## src/rtl/chess_pkg.sv

```systemverilog
// rtl/chess_pkg.sv - shared types for the chess move reporter
package chess_pkg;

    typedef logic [5:0] square_t;

    typedef enum logic {
        WHITE = 1'b0,
        BLACK = 1'b1
    } side_e;

    typedef enum logic [1:0] {
        REJ_NONE      = 2'b00,
        REJ_ILLEGAL   = 2'b01,
        REJ_TIMEOUT   = 2'b10,
        REJ_MALFORMED = 2'b11
    } rej_e;

    typedef enum logic [1:0] {
        IDLE,
        CHECK,
        REPORT,
        DONE
    } state_e;

    function automatic logic is_malformed(square_t from_sq, square_t to_sq);
        return from_sq == to_sq;
    endfunction

endpackage

```

## src/rtl/chess_timeout_ctr.sv

```systemverilog
// rtl/chess_timeout_ctr.sv - checker response watchdog; expired once count reaches TIMEOUT_CYCLES-1
module chess_timeout_ctr #(
    parameter int TIMEOUT_CYCLES = 64
) (
    input  logic clk,
    input  logic reset,
    input  logic clear,
    input  logic enable,
    output logic expired
);
    localparam int W = (TIMEOUT_CYCLES > 2) ? $clog2(TIMEOUT_CYCLES) : 1;
    localparam logic [W-1:0] LAST = W'(TIMEOUT_CYCLES - 1);

    logic [W-1:0] count;

    always_ff @(posedge clk) begin
        if (reset || clear) begin
            count <= '0;
        end else if (enable && !expired) begin
            count <= count + W'(1);
        end
    end

    assign expired = (count == LAST);

endmodule

```

## src/rtl/chess_move_reporter.sv

```systemverilog
// rtl/chess_move_reporter.sv - forwards player moves to the legality checker and reports verdicts
module chess_move_reporter
    import chess_pkg::*;
#(
    parameter int TIMEOUT_CYCLES = 64,
    parameter int MOVE_CNT_W     = 10
) (
    input  logic                  clk,
    input  logic                  reset,
    input  logic                  req_valid,
    input  logic [5:0]            req_from,
    input  logic [5:0]            req_to,
    output logic                  req_ready,
    output logic                  chk_valid,
    output logic [5:0]            chk_from,
    output logic [5:0]            chk_to,
    output logic                  chk_side,
    input  logic                  chk_done,
    input  logic                  chk_legal,
    input  logic                  chk_mate,
    input  logic                  chk_stale,
    output logic                  WM,
    output logic                  WC,
    output logic                  BM,
    output logic                  BC,
    output logic                  SM,
    output logic                  rej,
    output logic [1:0]            rej_code,
    output logic                  side,
    output logic [MOVE_CNT_W-1:0] move_count
);
    state_e state;
    side_e  side_q;
    rej_e   rej_q;
    logic   v_legal, v_mate, v_stale;
    logic   tmo_expired;

    chess_timeout_ctr #(.TIMEOUT_CYCLES(TIMEOUT_CYCLES)) u_timeout (
        .clk     (clk),
        .reset   (reset),
        .clear   (state != CHECK),
        .enable  (state == CHECK),
        .expired (tmo_expired)
    );

    assign req_ready = (state == IDLE);
    assign rej_code  = rej_q;
    assign side      = side_q;

    always_ff @(posedge clk) begin
        if (reset) begin
            state      <= IDLE;
            side_q     <= WHITE;
            rej_q      <= REJ_NONE;
            move_count <= '0;
            chk_valid  <= 1'b0;
            chk_from   <= '0;
            chk_to     <= '0;
            chk_side   <= 1'b0;
            v_legal    <= 1'b0;
            v_mate     <= 1'b0;
            v_stale    <= 1'b0;
            WM         <= 1'b0;
            WC         <= 1'b0;
            BM         <= 1'b0;
            BC         <= 1'b0;
            SM         <= 1'b0;
            rej        <= 1'b0;
        end else begin
            WM  <= 1'b0;
            WC  <= 1'b0;
            BM  <= 1'b0;
            BC  <= 1'b0;
            SM  <= 1'b0;
            rej <= 1'b0;
            case (state)
                IDLE: begin
                    if (req_valid) begin
                        // malformed moves are bounced here and never reach the checker
                        if (is_malformed(req_from, req_to)) begin
                            rej   <= 1'b1;
                            rej_q <= REJ_MALFORMED;
                        end else begin
                            chk_from  <= req_from;
                            chk_to    <= req_to;
                            chk_side  <= side_q;
                            chk_valid <= 1'b1;
                            state     <= CHECK;
                        end
                    end
                end
                CHECK: begin
                    if (chk_done) begin
                        v_legal   <= chk_legal;
                        v_mate    <= chk_mate;
                        v_stale   <= chk_stale;
                        chk_valid <= 1'b0;
                        state     <= REPORT;
                    end else if (tmo_expired) begin
                        rej       <= 1'b1;
                        rej_q     <= REJ_TIMEOUT;
                        chk_valid <= 1'b0;
                        state     <= IDLE;
                    end
                end
                REPORT: begin
                    if (!v_legal) begin
                        rej   <= 1'b1;
                        rej_q <= REJ_ILLEGAL;
                        state <= IDLE;
                    end else begin
                        if (move_count != '1) begin
                            move_count <= move_count + MOVE_CNT_W'(1);
                        end
                        // mate outranks stalemate; both end the game
                        if (v_mate) begin
                            if (side_q == WHITE) begin
                                WM <= 1'b1;
                                WC <= 1'b1;
                            end else begin
                                BM <= 1'b1;
                                BC <= 1'b1;
                            end
                            state <= DONE;
                        end else if (v_stale) begin
                            SM    <= 1'b1;
                            state <= DONE;
                        end else begin
                            if (side_q == WHITE) begin
                                WM <= 1'b1;
                            end else begin
                                BM <= 1'b1;
                            end
                            side_q <= (side_q == WHITE) ? BLACK : WHITE;
                            state  <= IDLE;
                        end
                    end
                end
                DONE: begin
                    state <= DONE;
                end
                default: begin
                    state <= IDLE;
                end
            endcase
        end
    end

endmodule

```

## config.mk

```make
export PLATFORM = sky130hd
export DESIGN_NAME = chess_move_reporter
export DESIGN_NICKNAME = d
export VERILOG_FILES = /design/src/rtl/chess_pkg.sv /design/src/rtl/chess_timeout_ctr.sv /design/src/rtl/chess_move_reporter.sv
export SDC_FILE = /design/constraint.sdc
export NUM_CORES = 1
export LEC_CHECK = 0
export CORE_MARGIN = 2
export CORE_UTILIZATION = 30
export CTS_BUF_LIST = sky130_fd_sc_hd__clkbuf_8
export CTS_CLUSTER_DIAMETER = 200
export CTS_CLUSTER_SIZE = 40
export DETAILED_ROUTE_END_ITERATION = 8
export GPL_ROUTABILITY_DRIVEN = 0
export PLACE_DENSITY_LB_ADDON = 0.12
export SKIP_CTS_REPAIR_TIMING = 1
export SYNTH_ARGS = -nofsm -noshare
export SYNTH_HDL_FRONTEND = slang
export SYNTH_SLANG_ARGS = --single-unit
```

## constraint.sdc

```tcl
create_clock -name clk -period 2.75 [get_ports clk]
set_clock_uncertainty 0.2 [all_clocks]
set_input_delay 0.825 -clock clk [delete_from_list [all_inputs] [get_ports clk]]
set_output_delay 0.825 -clock clk [all_outputs]
set_load 0.1 [all_outputs]
```

After elaboration in Yosys (flattened, before gate mapping):

Cells that the tools add are included.

* $add $sub $neg: 2
* multipliers: 0
* div/mod/pow operators: 0
* magnitude comparators: 0
* equality and inequality tests: 14
* shift-type cells: 0
* multiplexer cells: 32
* bitwise logic cells: 5
* reductions and logical operators: 16

Operators by type and width (count)
* 2-bit two-way mux: 12
* 1-bit two-way mux: 16
* 10-bit by 1-bit adder with 10-bit output (second input constant): 1
* 10-bit inequality test (second input constant): 1
* 2-bit inequality test (second input constant): 5
* 3-bit AND reduction: 3
* 2-bit case mux with 4 select lines: 1
* 4-bit AND reduction: 2
* 4-bit OR reduction: 2
* 6-bit by 1-bit adder with 6-bit output (second input constant): 1
* 6-bit == test: 1
* 6-bit == test (second input constant): 1
* 2-bit case mux with 3 select lines: 1
* 6-bit AND reduction: 1
* 1-bit inverter: 5
* 2-bit == test (second input constant): 2
* 2-bit by 1-bit inequality test with 1-bit output (second input constant): 2
* 3-bit inequality test (second input constant): 1
* 1-bit case mux with 3 select lines: 1
* 3-bit nonzero test: 1
* 3-bit OR reduction: 1
* 2-bit by 1-bit == test with 1-bit output (second input constant): 1
* 2-bit logical NOT: 1
* 1-bit case mux with 2 select lines: 1
* 5 further kinds: 5

* register bits after elaboration: 44
* bits in latches: 0
* bits in writable memories: 0
* bits in read-only memories: 0
* input port bits: 19
* output and inout port bits: 34
* logic and storage cells: 87
* memories: 0

Longest topological paths before layout:

* word-level depth: 4
* mapped depth: 6
* gate-level depth less buffers: 5

Cells and area by module:

A second synthesis with hierarchy kept.

* cells, all modules: 209
* area, all modules: 1936.9 sq um

By module, submodules not included
* chess_move_reporter: instances 1, cells each 177, area each 1637.8 sq um, seq. area each 760.7 sq um
* chess_timeout_ctr: instances 1, cells each 32, area each 299.0 sq um, seq. area each 120.1 sq um

Worst setup path before layout:

No wires, ideal clock.

* path kind: reg2reg
* start: register state[1]
* end: register chk_side
* library setup time: 73 ps
* data arrival time: 2599 ps
* data required time: 2477 ps
* path slack: -122 ps
* stages on the path, launching flop included: 7
* path buffers: 2
* period minus slack after synthesis: 2872 ps
* path through: dfxtp_1 > buf_4 > nor2_1 > nand2_1 > a21oi_2 > buf_6 > mux2i_1

* word-level cells in the longest chain between the ends: 2

RTL lines
* start: declaration: line chess_move_reporter.sv:32 `state_e state;`
* start signal: assignment: line chess_move_reporter.sv:52 `state <= IDLE;`
* start signal: assignment: line chess_move_reporter.sv:88 `state <= CHECK;`
* start signal: assignment: line chess_move_reporter.sv:98 `state <= REPORT;`
* 2-bit logical NOT
* via req_ready: line chess_move_reporter.sv:13 `output logic req_ready,`
* 3-bit AND reduction (no source line)
* end signal: assignment: line chess_move_reporter.sv:86 `chk_side <= side_q;`
* end: declaration: line chess_move_reporter.sv:17 `output logic chk_side,`

The timed path passes the listed nets, and every way through them passes these cells.
A chain may end at the register's enable or synchronous reset.

Worst setup path after layout:

* start: input req_from[2]
* end: register rej

* word-level cells in the longest chain between the ends: 4

RTL lines
* start: declaration: line chess_move_reporter.sv:11 `input logic [5:0] req_from,`
* 6-bit == test: line chess_pkg.sv:26 `return from_sq == to_sq;`
* 1-bit two-way mux: line chess_move_reporter.sv:80 `if (is_malformed(req_from, req_to)) begin`
* 1-bit two-way mux: line chess_move_reporter.sv:78 `if (req_valid) begin`
* 1-bit case mux with 3 select lines: line chess_move_reporter.sv:76 `case (state)`
* end signal: assignment: line chess_move_reporter.sv:75 `rej <= 1'b0;`
* end signal: assignment: line chess_move_reporter.sv:81 `rej <= 1'b1;`
* end signal: assignment: line chess_move_reporter.sv:100 `rej <= 1'b1;`
* end: declaration: line chess_move_reporter.sv:27 `output logic rej,`

Every way passes these cells.

==> run_results.csv <==
group,metric,value,unit
place,portBuffers,52,
layout,syn2layout_area_growth,31.4,%
synthesis,synth_warnings,0,
critical_path,rr_startpoint,"u_timeout.count[0]",
layout,diodes,0,
global_route,grt_busiest_layer,"met2",
power_and_ir_drop,p_int,0.965,mW
clock_network,cts_buffers,5,
critical_path,crit_required,2.75,ns
power_and_ir_drop,vdd_drop_max,260,uV
detailed_routing,ant_nets,0,
power_and_ir_drop,power_leakage,1.08,nW
floorplanning,fp.dieW,85.8,um
hold_path,min_to,"chk_from[5]",
layout,layout-drive-gt1-share,20.6,%
detailed_routing,drc,4,
layout,fin_cells,354,
job,cap_violations,0,
clock_network,cts_tree,"built",
critical_path,critPathLaunchType,"input port",
timing,fin_crit_sh,84.0,%
detailed_routing,drtPass1Iterations,6,
global_route,grt_pass1_wl,7770,um
power_and_ir_drop,p_clk_share,29.1,%
clock_network,clock_latency,0.29,ns
global_route,use_met3,3.85,%
global_route,first_global_vias,1711,
timing,slew_viol_final,0,
power_and_ir_drop,power_density,548,mW/mm^2
floorplanning,rows,29,
clock_network,clkTransAtPathRegs,0.08,ns
timing,max_freq,433,MHz
critical_path,reg2regPathDepth,5,
timing,setup_viol_count_final,0,
floorplanning,die-area,0.00736,mm^2
critical_path,slowest_stage,"clkdlybuf4s50_1",
synthesis,netlist_area,0.00201,mm^2
detailed_routing,via_per_inst,4.84,
timing,fin_ws,0.441,ns
synthesis,ys_seq_elements,44,
global_route,grtUsageMet2,21.2,%
power_and_ir_drop,p_sw,0.478,mW
timing,worst-slew-pin-transition,0.626,ns
place,place_ws,0.103,ns
synthesis,syn_inst,221,
floorplanning,ios,53,
timing,setup-tns-final,0,ns
synthesis,netlist-cell-type-count,50,
place,dp.cells,346,
detailed_routing,drtIter0Drc,111,
critical_path,critPathArrivalTime,2.31,ns
global_route,grt_start_max_net_pins,22,
critical_path,r2r_setup_slack,0.77,ns
critical_path,worstSetupPathType,"input port to flip-flop",
place,dp_hpwl,3350,um
critical_path,crit_path_end_kind,"flip-flop",
global_route,grt-ovfl-total,0,
clock_network,htree_num_levels,2,
detailed_routing,wl_per_cell,12.7,um
power_and_ir_drop,swShare,33.1,%
layout,nets,297,
status,outcome,"finished, violations left",
critical_path,path_cells,"clkdlybuf4s50_1, xor2_1, nor4_4, a21boi_1, a2111oi_2",
hold_path,hold_depth,2,
hold_path,hp-start,"chk_from[5]",
timing,hold_slack,0.258,ns
synthesis,yosysSeqAreaShare,43.9,%
detailed_routing,routed_wl,4500,um
floorplanning,die_h,85.8,um
timing,finalHoldViolCount,0,
synthesis,synth.net_count,242,
critical_path,critPathTopFamily,"compound AO/OA/AOI/OAI gates",
global_route,grt.total_usage,13.2,%
power_and_ir_drop,p_seq_share,47.4,%
timing,period_minus_slack,2.31,ns
synthesis,avgSynthCellArea,9.08,um^2
status,violations,"design-rule violations",
critical_path,max_stage_delay,0.45,ns
detailed_routing,vias,1714,
timing,relSlewSlack,58.2,%
clock_network,clock-sinks,44,
critical_path,r2r-end,"chk_valid",
critical_path,cp_max_fo,4,
floorplanning,core,0.00642,mm^2
power_and_ir_drop,power.total,1.44,mW
global_route,grt_util_met1,17.2,%
hold_path,hold_path.class,"flip-flop to flip-flop",
floorplanning,start_util,31.2,%
critical_path,worst-path-buf-inv,1,
clock_network,clk_path_buf_depth,2,
power_and_ir_drop,p_comb_share,23.5,%
clock_network,cts-root-buf,"clkbuf_8",
timing,grt_setup_unrepaired,"no",
global_route,antenna_found_initial,0,
==> worst max-delay path by stage <==
stage                              from            end  cells past startpoint
after floorplan           move_count[5]  move_count[1]                      4
after CTS                   req_from[2]            rej                      5
after global routing        req_from[2]            rej                      5
final                       req_from[2]            rej                      5
after detailed placement    req_from[2]            rej                      5
after global placement      req_from[2]            rej                      5
==> worst reg2reg max path, stage by stage (launching register included) <==
cell,delay [ns]
dfxtp_1,0.37
ha_1,0.24
nand3_2,0.14
or2_0,0.32
a211o_1,0.32
a221o_1,0.29
==> synth_stat cells, drive strengths merged <==
library cell	count	area share [%]
a2111oi	1	0.75
a211o	1	0.44
a21bo	1	0.50
a21boi	1	0.37
a21oi	10	2.7
a221o	1	0.50
a31o	1	0.44
a31oi	3	0.94
and2	1	0.31
and2b	1	0.37
and3	4	1.2
and3b	1	0.62
and4b	3	1.5
buf	4	1.4
clkbuf	5	0.94
dfxtp	44	44
ha	2	1.2
inv	5	0.94
mux2i	15	7.5
nand2	38	7.1
nand2b	1	0.31
nand3	7	2.0
nand3b	1	0.37
nand4	4	2.0
nor2	21	3.9
nor2b	2	0.62
nor3	4	1.2
nor4	1	1.1
nor4b	1	0.44
o2111ai	2	0.87
o211ai	3	1.1
o21a	2	0.75
o21ai	5	1.2
o2bb2ai	1	0.44
o311ai	2	0.87
o31ai	3	1.1
o41ai	1	0.44
or2	1	0.31
or3	2	0.62
or3b	2	0.87
or4	1	0.37
xnor2	2	0.87
xor2	10	4.4
==> layer usage <==
metal,wire (um),up-vias
met5,0,-
met3,172,4
met4,43,0
li1,-,889
met1,2210,789
met2,2070,32
==> power by group through the flow <==
stage               Sequential (mW)  Clock (mW)  Combinational, mW
global placement              0.700           0              0.341
CTS                           0.685       0.440              0.342
finish                        0.684       0.420              0.339
detailed placement            0.700           0              0.341
global route                  0.689       0.467              0.357
floorplan                     0.831           0              0.113
==> layout by cell type (no fill, tap or decap), types with 4 or more instances in the layout <==
| cell type | instances |
|---|---|
| buf_4 | 38 |
| nand3_1 | 6 |
| nand2_1 | 38 |
| a21oi_1 | 9 |
| dfxtp_1 | 44 |
| mux2i_1 | 15 |
| xor2_1 | 10 |
| and3_1 | 4 |
| nor2_1 | 20 |
| inv_1 | 6 |
| o21ai_0 | 5 |
| clkbuf_8 | 6 |
| clkdlybuf4s50_1 | 18 |
==> stage by stage <==
| stage | cell area (um^2) | utilization, % |
|---|---|---|
| 5_1_grt | 2640 | 41.0 |
| 3_5_place_dp | 2540 | 39.6 |
| 6_report | 2640 | 41.0 |
| 3_3_place_gp | 2540 | 39.6 |
| 4_1_cts | 2640 | 41.0 |
| 2_1_floorplan | 2010 | - |
==> flip-flops by register name (all words and copies together) (netlist names) <==
name and cells:
rej_code 2, v_stale 1, chk_to 6, WC 1, BC 1, chk_valid 1, v_mate 1, WM 1
u_timeout.count 6, BM 1, rej 1, chk_side 1, chk_from 6, side 1, v_legal 1, move_count 10
SM 1, state 2
==> kinds of logic (layout without fill, tap and decap cells) <==
| logic type | Yosys count | count (layout) | synth area share, % |
|---|---|---|---|
| flops | 44 | 44 | 43.9 |
| compound gates | 38 | 38 | 13.5 |
| mux | 15 | 15 | 7.49 |
| buf+inv | 14 | 70 | 3.31 |
| xor+xnor | 12 | 12 | 5.24 |
| simple gates | 96 | 96 | 25.3 |
| fa+ha+maj | 2 | 2 | 1.25 |
==> cell type report <==
class,instances,area (um^2)
Sequential cell,44,881
Tap cell,77,96.3
Multi-Input combinational cell,163,1060
Clock buffer,6,82.6
Timing Repair Buffer,57,485
Fill cell,667,3790
Clock inverter,2,11.3
Inverter,5,18.8
Note: power is estimated with default switching activity, not from simulation.
